**src/rtl/dsi_lanes_ctrl.sv**
```systemverilog
// MIPI DSI data/clock lane controller: LP sequencing, HS byte striping over 1..4 lanes.
// Define DSI_LANES_CTRL_TRAIL_EN to emit HS-trail after each packet.
module dsi_lanes_ctrl #(
  parameter int T_INIT    = 100,
  parameter int T_LPX     = 4,
  parameter int T_HS_ZERO = 6,
  parameter int T_TRAIL   = 4
) (
  input  logic        clk_sys,
  input  logic        rst_n,
  input  logic [31:0] iface_write_data,
  input  logic [3:0]  iface_write_strb,
  input  logic        iface_write_rqst,
  input  logic        iface_last_word,
  output logic        iface_data_rqst,
  input  logic        iface_lpm_en,
  input  logic [1:0]  reg_lanes_number,
  input  logic        lines_enable,
  input  logic        clock_enable,
  output logic        lines_ready,
  output logic        clock_ready,
  output logic [31:0] hs_lane_output,
  output logic [3:0]  LP_p_output,
  output logic [3:0]  LP_n_output,
  output logic        clock_LP_p_output,
  output logic        clock_LP_n_output,
  output logic [7:0]  clock_hs_output
);

  localparam logic [3:0] S_OFF    = 4'd0;
  localparam logic [3:0] S_INIT   = 4'd1;
  localparam logic [3:0] S_STOP   = 4'd2;
  localparam logic [3:0] S_LPX    = 4'd3;
  localparam logic [3:0] S_PREP   = 4'd4;
  localparam logic [3:0] S_HSZ    = 4'd5;
  localparam logic [3:0] S_SYNC   = 4'd6;
  localparam logic [3:0] S_DATA   = 4'd7;
  localparam logic [3:0] S_TRAIL  = 4'd8;
  localparam logic [3:0] S_HSIDLE = 4'd9;

  localparam logic [2:0] C_OFF   = 3'd0;
  localparam logic [2:0] C_STOP  = 3'd1;
  localparam logic [2:0] C_LPX   = 3'd2;
  localparam logic [2:0] C_PREP  = 3'd3;
  localparam logic [2:0] C_HS    = 3'd4;
  localparam logic [2:0] C_TRAIL = 3'd5;

  logic [3:0]  st_q, st_d;
  logic [7:0]  cnt_q, cnt_d;
  logic [2:0]  cst_q, cst_d;
  logic [7:0]  ccnt_q, ccnt_d;
  logic [31:0] word_q, word_d;
  logic [3:0]  strb_q, strb_d;
  logic        last_q, last_d;
  logic [1:0]  lanes_q, lanes_d;
  logic [2:0]  ptr_q, ptr_d;
  logic [1:0]  rot_q, rot_d;
  logic [3:0]  lbit_q, lbit_d;

  logic        wr_ok;
  logic [2:0]  n_lanes, nvalid, avail, issue, rot_sum;
  logic        word_done;
  logic [3:0]  lane_act, has_byte;
  logic [7:0]  lane_byte [4];

  assign lines_ready = (st_q != S_OFF) && (st_q != S_INIT);
  assign clock_ready = (cst_q == C_HS);
  assign wr_ok       = iface_write_rqst && clock_ready;

  always_ff @(posedge clk_sys or negedge rst_n) begin
    if (!rst_n) begin
      st_q    <= S_OFF;
      cnt_q   <= '0;
      cst_q   <= C_OFF;
      ccnt_q  <= '0;
      word_q  <= '0;
      strb_q  <= '0;
      last_q  <= 1'b0;
      lanes_q <= '0;
      ptr_q   <= '0;
      rot_q   <= '0;
      lbit_q  <= '0;
    end else begin
      st_q    <= st_d;
      cnt_q   <= cnt_d;
      cst_q   <= cst_d;
      ccnt_q  <= ccnt_d;
      word_q  <= word_d;
      strb_q  <= strb_d;
      last_q  <= last_d;
      lanes_q <= lanes_d;
      ptr_q   <= ptr_d;
      rot_q   <= rot_d;
      lbit_q  <= lbit_d;
    end
  end

  // A cycle only ever issues bytes from the current word; the lane rotation carries over.
  always_comb begin
    n_lanes = {1'b0, lanes_q} + 3'd1;
    case (strb_q)
      4'hf:    nvalid = 3'd4;
      4'h7:    nvalid = 3'd3;
      4'h3:    nvalid = 3'd2;
      default: nvalid = 3'd1;
    endcase
    avail     = nvalid - ptr_q;
    issue     = (avail < n_lanes) ? avail : n_lanes;
    word_done = ((ptr_q + issue) == nvalid);
    rot_sum   = {1'b0, rot_q} + issue;
  end

  always_comb begin
    logic [2:0] j;
    logic [1:0] idx;
    j   = '0;
    idx = '0;
    for (int k = 0; k < 4; k++) begin
      lane_act[k] = (3'(k) <= {1'b0, lanes_q});
      if (3'(k) >= {1'b0, rot_q}) j = 3'(k) - {1'b0, rot_q};
      else                        j = 3'(k) + n_lanes - {1'b0, rot_q};
      idx          = ptr_q[1:0] + j[1:0];
      lane_byte[k] = word_q[{idx, 3'b000} +: 8];
      has_byte[k]  = (st_q == S_DATA) && lane_act[k] && (j < issue);
    end
  end

  always_comb begin
    logic cap_pkt, cap_word;
    st_d    = st_q;
    cnt_d   = cnt_q + 8'd1;
    word_d  = word_q;
    strb_d  = strb_q;
    last_d  = last_q;
    lanes_d = lanes_q;
    ptr_d   = ptr_q;
    rot_d   = rot_q;
    lbit_d  = lbit_q;
    cap_pkt  = 1'b0;
    cap_word = 1'b0;
    iface_data_rqst = 1'b0;
    case (st_q)
      S_OFF:  if (lines_enable) begin st_d = S_INIT; cnt_d = '0; end
      S_INIT: if (cnt_q == 8'(T_INIT - 1)) begin st_d = S_STOP; cnt_d = '0; end
      S_STOP: begin
        if (wr_ok) begin
          cap_pkt = 1'b1;
          st_d    = S_LPX;
          cnt_d   = '0;
        end else if (!lines_enable && cst_q == C_OFF) begin
          st_d = S_OFF;
        end
      end
      S_LPX:  if (cnt_q == 8'(T_LPX - 1)) begin st_d = S_PREP; cnt_d = '0; end
      S_PREP: if (cnt_q == 8'(T_LPX - 1)) begin st_d = S_HSZ; cnt_d = '0; end
      S_HSZ:  if (cnt_q == 8'(T_HS_ZERO - 1)) begin st_d = S_SYNC; cnt_d = '0; end
      S_SYNC: begin
        st_d   = S_DATA;
        ptr_d  = '0;
        rot_d  = '0;
        lbit_d = 4'hf;
      end
      S_DATA: begin
        for (int k = 0; k < 4; k++)
          if (has_byte[k]) lbit_d[k] = lane_byte[k][7];
        rot_d = (rot_sum >= n_lanes) ? 2'(rot_sum - n_lanes) : rot_sum[1:0];
        if (!word_done) begin
          ptr_d = ptr_q + issue;
        end else begin
          ptr_d = '0;
          cnt_d = '0;
          if (!last_q) begin
            iface_data_rqst = 1'b1;
            cap_word        = 1'b1;
          end else begin
`ifdef DSI_LANES_CTRL_TRAIL_EN
            st_d = S_TRAIL;
`else
            st_d = iface_lpm_en ? S_STOP : S_HSIDLE;
`endif
          end
        end
      end
      S_TRAIL: if (cnt_q == 8'(T_TRAIL - 1)) begin
        st_d  = iface_lpm_en ? S_STOP : S_HSIDLE;
        cnt_d = '0;
      end
      S_HSIDLE: if (wr_ok) begin
        cap_pkt = 1'b1;
        st_d    = S_HSZ;
        cnt_d   = '0;
      end
      default: st_d = S_OFF;
    endcase
    if (cap_pkt) lanes_d = reg_lanes_number;
    if (cap_pkt || cap_word) begin
      word_d = iface_write_data;
      strb_d = iface_write_strb;
      last_d = iface_last_word;
    end
  end

  always_comb begin
    LP_p_output    = '0;
    LP_n_output    = '0;
    hs_lane_output = '0;
    for (int k = 0; k < 4; k++) begin
      if (st_q == S_OFF) begin
        LP_p_output[k] = 1'b0;
      end else if (st_q == S_INIT || st_q == S_STOP || !lane_act[k]) begin
        LP_p_output[k] = 1'b1;
        LP_n_output[k] = 1'b1;
      end else begin
        case (st_q)
          S_LPX:  LP_n_output[k] = 1'b1;
          S_SYNC: hs_lane_output[8*k +: 8] = 8'hB8;
          S_DATA: hs_lane_output[8*k +: 8] = has_byte[k] ? lane_byte[k] : {8{~lbit_q[k]}};
          S_TRAIL: hs_lane_output[8*k +: 8] = {8{~lbit_q[k]}};
`ifdef DSI_LANES_CTRL_TRAIL_EN
          S_HSIDLE: hs_lane_output[8*k +: 8] = {8{~lbit_q[k]}};
`endif
          default: hs_lane_output[8*k +: 8] = 8'h00;
        endcase
      end
    end
  end

  // The clock lane may only leave HS once the data lanes are back in LP.
  always_comb begin
    cst_d  = cst_q;
    ccnt_d = ccnt_q + 8'd1;
    case (cst_q)
      C_OFF: if (lines_ready && clock_enable) begin cst_d = C_STOP; ccnt_d = '0; end
      C_STOP: begin
        if (clock_enable) begin
          cst_d  = C_LPX;
          ccnt_d = '0;
        end else if (!lines_enable) begin
          cst_d = C_OFF;
        end
      end
      C_LPX:  if (ccnt_q == 8'(T_LPX - 1)) begin cst_d = C_PREP; ccnt_d = '0; end
      C_PREP: if (ccnt_q == 8'(T_LPX - 1)) begin cst_d = C_HS; ccnt_d = '0; end
      C_HS: if (!clock_enable && ((st_q == S_STOP && !wr_ok) || st_q == S_OFF)) begin
        cst_d  = C_TRAIL;
        ccnt_d = '0;
      end
      C_TRAIL: if (ccnt_q == 8'(T_TRAIL - 1)) begin cst_d = C_STOP; ccnt_d = '0; end
      default: cst_d = C_OFF;
    endcase
  end

  always_comb begin
    clock_LP_p_output = 1'b0;
    clock_LP_n_output = 1'b0;
    clock_hs_output   = 8'h00;
    case (cst_q)
      C_STOP: begin clock_LP_p_output = 1'b1; clock_LP_n_output = 1'b1; end
      C_LPX:  clock_LP_n_output = 1'b1;
      C_HS:   clock_hs_output = 8'hAA;
      default: clock_hs_output = 8'h00;
    endcase
  end

endmodule

```
**config.mk**
```make
export PLATFORM = sky130hd
export DESIGN_NAME = dsi_lanes_ctrl
export DESIGN_NICKNAME = d
export VERILOG_FILES = /design/src/rtl/dsi_lanes_ctrl.sv
export SDC_FILE = /design/constraint.sdc
export NUM_CORES = 1
export LEC_CHECK = 0
export ABC_AREA = 1
export CAP_MARGIN = 10
export CORE_MARGIN = 4
export CORE_UTILIZATION = 36
export DETAILED_ROUTE_END_ITERATION = 12
export PLACE_DENSITY = 0.57
export SYNTH_ARGS = -nofsm -noshare
export SYNTH_HDL_FRONTEND = slang
export SYNTH_SLANG_ARGS = --single-unit
```
**constraint.sdc**
```tcl
create_clock -name clk_sys -period 5.82 [get_ports clk_sys]
set_input_delay 0.873 -clock clk_sys [delete_from_list [all_inputs] [get_ports clk_sys]]
set_output_delay 0.873 -clock clk_sys [all_outputs]
set_load 0.05 [all_outputs]
```
==> results.ini <==
[timing]
hold_viol_final = 0
grt_setup_unrepaired = false
fin_crit_sh = 0.927
slew_headroom = 0.363
fmax_mhz = 185
finalCriticalPeriod_ns = 5.40
tightestPinTransition_ns = 0.956
finalClockSkew_ns = 0.00862
setup_violations = 0
slew_violations = 0
setup_tns_ns = 0

[setup_path]
crit_fanout = 9
rrSetupSlack_ns = 0.79
critPathKind = reg2out
cp-end-kind = output pin
reg2reg_depth = 23
critPathLaunchType = flip-flop
arrival_ns = 4.52
cp.required_ns = 4.95

[floorplan]
die_area_um2 = 19500
die_h_um = 140
rows = 47
core_area_um2 = 16800
start_util = 0.372
io_pins = 98
die_x_um = 140

[logic_synthesis]
syn_avg_cell_area_um2 = 6.46
syn_area_um2 = 6240
yosys_warnings = 0
synth-seq-cells = 71
ys_async_sr_fraction = 1.00
synthCells = 966
yosysSeqAreaShare = 0.285
synth.distinct_cells = 40
synth_edf_count = 0
synth-main-ff-cell = dfrtp_1

[clock_tree]
clk_pin_slew_ns = 0.06
clockBufferDepth = 2
postCtsSetupRepairBufs = 0
numClockSinks = 71
ctsHoldBuffers = 0
h-tree-depth = 3
clkLatencyLatePin_ns = 0.35
clockRootBuffer = clkbuf_16
cts_made_buffers = 9
cts_tree = built

[placed_design]
place.gp.congestion = 0.921
placed_area_um2 = 7270
io_buffers = 93
hpwl_um = 14200
dp.cells = 1249

[global_routing]
antenna_found_initial = 0
track_usage = 0.190
grt_pass1_vias = 5656
grt_first_pass_wirelength_um = 29900
grt_overflow = 0
grt_max_degree = 72

[drt]
dr.pass1.iters = 5
drtIter0Drc = 432
wl_met2_um = 8310
vias_per_cell = 5.00
vias = 6319
wl_per_cell_um = 14.9
top_layer = met4
met1Wirelength_um = 9100
dr_wl_met3_um = 1140
ant_nets = 0
drt-total-wl_um = 18900
drc = 0

[min_path]
min_path_type = reg2reg
hold_path_depth = 1

[cells_and_area]
drive_gt1_frac = 0.0718
final_common_cell = nand2_1
n_antenna_cell = 0
final_cell_mix = nand2_1 (350), nand3_1 (101), inv_1 (91)
postLayoutCellArea_um2 = 7530
nNetsFinal = 1122
area_growth_pct = 20.7
stdcell_count = 1265

[job]
drv_cap = 0

[outcome]
status = completed

==> worst paths after layout <==
check                                 startpoint                endpoint
max                        strb_q[1]$_DFFE_PN0P_       hs_lane_output[5]
min                          ccnt_q[0]$_DFF_PN0_     ccnt_q[0]$_DFF_PN0_
max reg2reg                strb_q[1]$_DFFE_PN0P_  word_q[17]$_DFFE_PN0P_
min reg2reg                  ccnt_q[0]$_DFF_PN0_     ccnt_q[0]$_DFF_PN0_
max in group asynchronous                  rst_n     st_q[0]$_DFFE_PN0P_
min in group asynchronous                  rst_n     ccnt_q[7]$_DFF_PN0_
==> area by class of cell <==
cell class	instances	area, um^2
fillers	1840	9230
multi-input cells	766	3890
flip-flops and latches	71	1780
repair buffers	96	918
inverters	96	360
well taps	220	275
clock buffers	9	225
clock inverters	7	80.1
==> synth_stat cells (2+ instances only) <==
master      n  share of area
a21oi_1    39          0.031
buf_2       2         0.0016
buf_4      13          0.016
buf_6       4         0.0072
clkbuf_1   16         0.0096
dfrtp_1    71           0.28
fa_1        4          0.013
ha_1       33          0.066
inv_1      91          0.055
inv_2       5         0.0030
nand2_1   350           0.21
nand2_2     8         0.0080
nand2_4     4         0.0072
nand3_1   101          0.081
nand3_2     5         0.0080
nand3b_1    2         0.0024
nand4_1    12          0.012
nor2_1     49          0.029
nor2_2     12          0.012
nor3_1      8         0.0064
nor3_4      2         0.0052
o21ai_0    85          0.068
o21ai_1     3         0.0024
o21ai_2     2         0.0028
o22ai_1     4         0.0040
or2_2       5         0.0050
xnor2_1    14          0.020
xor2_1     10          0.014
==> timing repair <==
action / 4_1_cts / 5_1_grt
setup endpoints to repair: 8 / 8
gates resized for setup: 8 / 16
pin swaps: 0 / 0
gates cloned: 0 / 0
==> worst max-delay path, cell delays in order, from the launching register on <==
cell and delay (ns):
dfrtp_1 0.37, nand2_1 0.08, inv_1 0.06, nand3_2 0.10, nand2_1 0.09, ha_1 0.20, fa_1 0.37, xor2_1 0.16
xnor2_1 0.22, ha_1 0.28, a21oi_1 0.23, nand2_1 0.11, nand2_1 0.12, nand2_2 0.12, inv_1 0.15, nand2_1 0.09
nand3_2 0.18, nand2_1 0.11, o21ai_2 0.15, nand2_1 0.11, nand2_1 0.07, clkdlybuf4s50_1 0.79
==> per-layer routing <==
layer  up-vias  GRT usage
li1       3246          -
met1      2879      0.276
met2       177      0.289
met3        17     0.0346
met4         0     0.0581
met5         -          0
==> sequential cells by signal, summed over array words and instances, names as in the netlist <==
name,flops
ccnt_q,8
cnt_q,8
cst_q,3
lanes_q,2
last_q,1
lbit_q,4
ptr_q,3
rot_q,2
st_q,4
strb_q,4
word_q,32
==> kinds of logic (layout without fill, tap and decap cells) <==
| group | count (synthesis) | count (layout) | synth area share |
|---|---|---|---|
| AOI/OAI and AO/OA | 138 | 138 | 0.115 |
| xor gates and xnor gates | 24 | 24 | 0.0337 |
| adders and majority gates | 37 | 37 | 0.0790 |
| buffers and inverters | 132 | 208 | 0.0925 |
| DFF | 71 | 71 | 0.285 |
| other | 1 | 4 | 0.000601 |
| and+or+nand+nor | 563 | 563 | 0.394 |
==> metrics by stage <==
stage | setup slack, ns | util | hold WS [ns]
after CTS | 0.211 | 0.451 | 0.463
after global placement | 0.454 | 0.434 | 0.453
after detailed placement | 0.326 | 0.434 | 0.454
after global routing | 0.100 | 0.449 | 0.488
after floorplan | 0.929 | - | 0.433
final | 0.423 | 0.449 | 0.459
Power is left out: the tool's default activity adds up to more than one toggle a clock period on the data nets, which glitch-free logic cannot reach.
